--- src/rtl/clk_div_sched.sv ---
// Single-clock enable divider: emits a tick every 2^cur_sel enabled cycles plus a square wave,
// with ratio changes handed over via req/ack and applied only at a terminal-count boundary.
module clk_div_sched #(
    parameter int unsigned MAX_SEL = 4,
    parameter int unsigned DEF_SEL = 1
) (
    input  logic               clk,
    input  logic               reset,
    input  logic               en,
    input  logic               sel_req,
    input  logic [2:0]         sel,
    output logic               sel_ack,
    output logic               sel_err,
    output logic               busy,
    output logic [2:0]         cur_sel,
    output logic [MAX_SEL-1:0] cnt,
    output logic               tick,
    output logic               div_out
);

    typedef enum logic [1:0] {
        IDLE = 2'd0,
        PEND = 2'd1,
        ACK  = 2'd2
    } state_t;

    state_t             state;
    state_t             state_nxt;
    logic [2:0]         pend_sel;
    logic [2:0]         pend_sel_nxt;
    logic               sel_err_nxt;
    logic               do_switch;
    logic [MAX_SEL:0]   span;
    logic [MAX_SEL:0]   span_m1;
    logic [MAX_SEL-1:0] term;
    logic               at_term;
    logic               sel_bad;

    // cur_sel never exceeds MAX_SEL, so the top bit of span-1 is always zero
    always_comb begin
        span    = (MAX_SEL + 1)'(1) << cur_sel;
        span_m1 = span - (MAX_SEL + 1)'(1);
        term    = span_m1[MAX_SEL-1:0];
        at_term = (cnt == term);
        sel_bad = (32'(sel) > MAX_SEL);
    end

    always_comb begin
        state_nxt    = state;
        pend_sel_nxt = pend_sel;
        sel_err_nxt  = 1'b0;
        do_switch    = 1'b0;
        case (state)
            IDLE: begin
                if (sel_req) begin
                    if (sel_bad) begin
                        state_nxt   = ACK;
                        sel_err_nxt = 1'b1;
                    end else if (sel == cur_sel) begin
                        state_nxt = ACK;
                    end else begin
                        state_nxt    = PEND;
                        pend_sel_nxt = sel;
                    end
                end
            end
            PEND: begin
                // a frozen counter has no boundary to wait for, so switch immediately
                if (!en || at_term) begin
                    do_switch = 1'b1;
                    state_nxt = ACK;
                end
            end
            ACK: begin
                state_nxt = IDLE;
            end
            default: begin
                state_nxt = IDLE;
            end
        endcase
    end

    always_ff @(posedge clk) begin
        if (reset) begin
            state    <= IDLE;
            pend_sel <= '0;
            cnt      <= '0;
            cur_sel  <= 3'(DEF_SEL);
            tick     <= 1'b0;
            div_out  <= 1'b0;
            sel_ack  <= 1'b0;
            sel_err  <= 1'b0;
            busy     <= 1'b0;
        end else begin
            state    <= state_nxt;
            pend_sel <= pend_sel_nxt;
            tick     <= en && at_term;
            if (en && at_term) begin
                div_out <= ~div_out;
            end
            if (do_switch) begin
                cnt     <= '0;
                cur_sel <= pend_sel;
            end else if (en) begin
                cnt <= at_term ? '0 : cnt + 1'b1;
            end
            sel_ack <= (state_nxt == ACK);
            sel_err <= sel_err_nxt;
            busy    <= (state_nxt != IDLE);
        end
    end

endmodule
--- config.mk ---
export PLATFORM = sky130hd
export DESIGN_NAME = clk_div_sched
export DESIGN_NICKNAME = d
export VERILOG_FILES = /design/src/rtl/clk_div_sched.sv
export SDC_FILE = /design/constraint.sdc
export NUM_CORES = 1
export LEC_CHECK = 0
export CAP_MARGIN = 5
export CORE_UTILIZATION = 40
export CTS_BUF_LIST = sky130_fd_sc_hd__clkbuf_16
export CTS_CLUSTER_SIZE = 14
export DETAILED_ROUTE_END_ITERATION = 8
export GPL_ROUTABILITY_DRIVEN = 0
export SYNTH_ARGS = -nofsm -noshare
export SYNTH_HDL_FRONTEND = slang
export SYNTH_SLANG_ARGS = --single-unit
--- constraint.sdc ---
create_clock -name clk -period 2.44 [get_ports clk]
set_input_delay 0.488 -clock clk [delete_from_list [all_inputs] [get_ports clk]]
set_output_delay 0.488 -clock clk [all_outputs]
set_load 0.03 [all_outputs]
==> flow_summary.ini <==
[status]
status = completed

[clock_network]
clkSlewWorstSetupHoldPaths_ns = 0.05
clk_latency_ns = 0.25
root_buffer = clkbuf_16
clkSinkCount = 17
htreeDepth = 1
cts_post_setup_buffers_inserted = 0
cts_tree = built
cts_buffer_depth = 2
numCtsBuffers = 3
cts_resized = 0
ctsHoldBuffers = 0

[detailed_routing]
avgViaCountPerCell = 5.423
dr.first_iter.drc_count = 24
ant_nets = 0
wirelength_um = 1953
vias = 808
wl_per_cell_um = 13.11
first_pass_iters = 4
drc = 0

[global_route]
grtUsageTotal_pct = 17.79
grtUsageMet3_pct = 3.869
antenna_found_initial = 0
grt_pass1_wl_um = 3353
grt_overflow = 0
grtUsageMet1_pct = 20.83
grt_pass1_vias = 720
grt_start_max_net_pins = 21
top_usage_layer = met2
grt_use_met2_pct = 28.07

[yosys]
avgSynthCellArea_um2 = 9.564
synth_nets = 110
synth-warning-count = 0
ys_seq_area_share_pct = 35.23
yosysMostFrequentCell = dfxtp_1
ys_seq_elements = 17
ys_top_cells_by_area = dfxtp_1 (35%), mux2i_1 (6.2%), buf_6 (4.7%), nand2b_1 (3.9%), nor3_1 (3.1%)
ys_types = 39
yosys-top-cells-count = dfxtp_1 (17), nor2_1 (7), mux2i_1 (6), nand2b_1 (6), nor3_1 (6)
yosys.area.top_type = dfxtp_1
ys_async_sr_fraction_pct = 0
synth_ff_type = dfxtp_1
netlist_area_um2 = 965.9
synth_edf_count = 0
synth_top_area_share_pct = 35.23
syn_inst = 101

[timing]
hold_viol = 0
fin_crit_ns = 2.229
slew_viol_final = 0
clock.fmax_mhz = 448.6
setup_viol = 0
worst_pin_slew_ns = 0.3963
period_share_pct = 91.37
max-slew-margin-rel_pct = 73.46
fin_skew_ns = 0.002003
rsz0062_at_grt = false
tns_ns = 0

[floorplanning]
die_x_um = 51.14
io_pins = 19
core_area_um2 = 2255
dieArea_um2 = 2615
fp-row-count = 17
start_util_pct = 42.84
die_h_um = 51.14

[setup_path]
start_kind = flip-flop
r2r_cells = 7
end_kind = flip-flop
worst-path-stages = 7
crit_chain = nor3_1, inv_1, ha_1, xnor2_2, o211ai_1, a311o_2, o22ai_1
arrival_ns = 2.40
worst-r2r-setup-slack_ns = 0.21
path_delay_family = compound AO/OA/AOI/OAI gates
crit_end = sel_ack
slowest_delay_ns = 0.52
startpoint = cur_sel[0]
cp.required_ns = 2.61
crit_slowest_cell = a311o_2
critPathBufInv = 1
critPathKind = reg2reg
r2r_start = cur_sel[0]
r2r_end = sel_ack
cp_max_fo = 10

[power]
power_frac_comb_pct = 19.7
power_frac_seq_pct = 38.9
irDropWorstVdd_mv = 0.5248
switching_share_pct = 26.86
pwr-share-clk_pct = 41.5
p_int_mw = 0.5899
leakage_nw = 0.4791
p_sw_mw = 0.2166
p_per_area_nw_per_um2 = 651.8

[layout]
nNetsFinal = 131
drive_above_1_share_pct = 16.53
layout-area-overhead-vs-synth_pct = 28.11
n_fill_cell = 226
fin_util_pct = 54.88
diodes = 0
stdcell_count = 149

[job]
drv_cap = 0

[placement]
numPlacedInstances = 145
io_buffers = 18
place_hpwl_um = 1470

[hold_path]
hp-class = reg2reg
==> registers in the layout, summed over array words and instances (netlist names), 2 cells and up <==
| name | flops |
|---|---|
| state | 2 |
| pend_sel | 3 |
| cnt | 4 |
| cur_sel | 3 |
==> worst reg2reg max path, cell delays in order (launching register included) <==
cell	delay (ns)
dfxtp_1	0.41
nor3_1	0.28
inv_1	0.08
ha_1	0.23
xnor2_2	0.21
o211ai_1	0.23
a311o_2	0.53
o22ai_1	0.19
==> power groups by stage <==
stage / clock network [mW] / logic, mW / registers (mW)
after floorplan: 0 / 0.0902 / 0.337
after global placement: 0 / 0.158 / 0.318
after detailed placement: 0 / 0.159 / 0.320
after CTS: 0.338 / 0.159 / 0.314
after global routing: 0.357 / 0.172 / 0.317
final: 0.335 / 0.159 / 0.313
==> layout by cell type, fill, tap and decap left out, types with 2 or more instances in the layout <==
master,count
nand4_1,4
o22ai_1,2
buf_4,5
nor2_1,7
a31oi_1,2
nor3_1,6
ha_1,2
clkdlybuf4s50_1,18
xor2_1,3
and3_1,3
nor3b_1,2
or2b_2,3
o21ai_0,2
nor2b_1,3
dfxtp_1,17
nand2b_1,6
clkbuf_16,3
a21oi_1,3
inv_1,2
xnor2_1,2
mux2i_1,6
nand2_1,3
==> kinds of logic (layout without fill, tap and decap cells) <==
| group | Yosys count | after routing | share of synthesized area [%] |
|---|---|---|---|
| compound gates | 15 | 15 | 10.88 |
| simple gates | 44 | 44 | 29.15 |
| buf+inv | 9 | 29 | 7.124 |
| flops | 17 | 17 | 35.23 |
| mux | 8 | 8 | 8.808 |
| fa+ha+maj | 2 | 2 | 2.590 |
| xor+xnor | 6 | 6 | 6.219 |
==> layout make-up <==
class	instances	area [um2]	area share, %
clock buffers	3	75.07	6.067
clock inverters	1	5.005	0.4044
inverters	2	7.507	0.6067
multi-input cells	75	556.8	44.99
flip-flops and latches	17	340.3	27.50
well taps	28	35.03	2.831
repair buffers	23	217.7	17.59
==> metal layers <==
metal	routed length, um	part of all wire, %
met4	75	3.8
met5	0	0
met1	903	46
met3	71	3.6
met2	903	46
==> worst min-delay path by stage <==
stage,depth (start not counted),end,startpoint,slack (ns)
floorplan,2,pend_sel[0],pend_sel[0],0.45
CTS,2,cur_sel[1],pend_sel[1],0.49
global route,2,cur_sel[1],pend_sel[1],0.52
global placement,2,pend_sel[0],pend_sel[0],0.46
finish,2,cur_sel[1],pend_sel[1],0.48
detailed placement,2,cur_sel[1],pend_sel[1],0.48
==> metrics by stage <==
stage / setup slack (ns) / area [um2] / power, mW / hold slack (ns)
after global routing: 0.007755 / 1237 / 0.8459 / 0.5165
final: 0.2107 / 1237 / 0.8065 / 0.4821
after floorplan: 0.1769 / 965.9 / 0.4268 / 0.4493
after detailed placement: 0.2703 / 1157 / 0.4786 / 0.4791
after global placement: 0.3309 / 1157 / 0.4759 / 0.4602
after CTS: 0.2476 / 1237 / 0.8109 / 0.4867
Power figures use the tool's default switching activity.
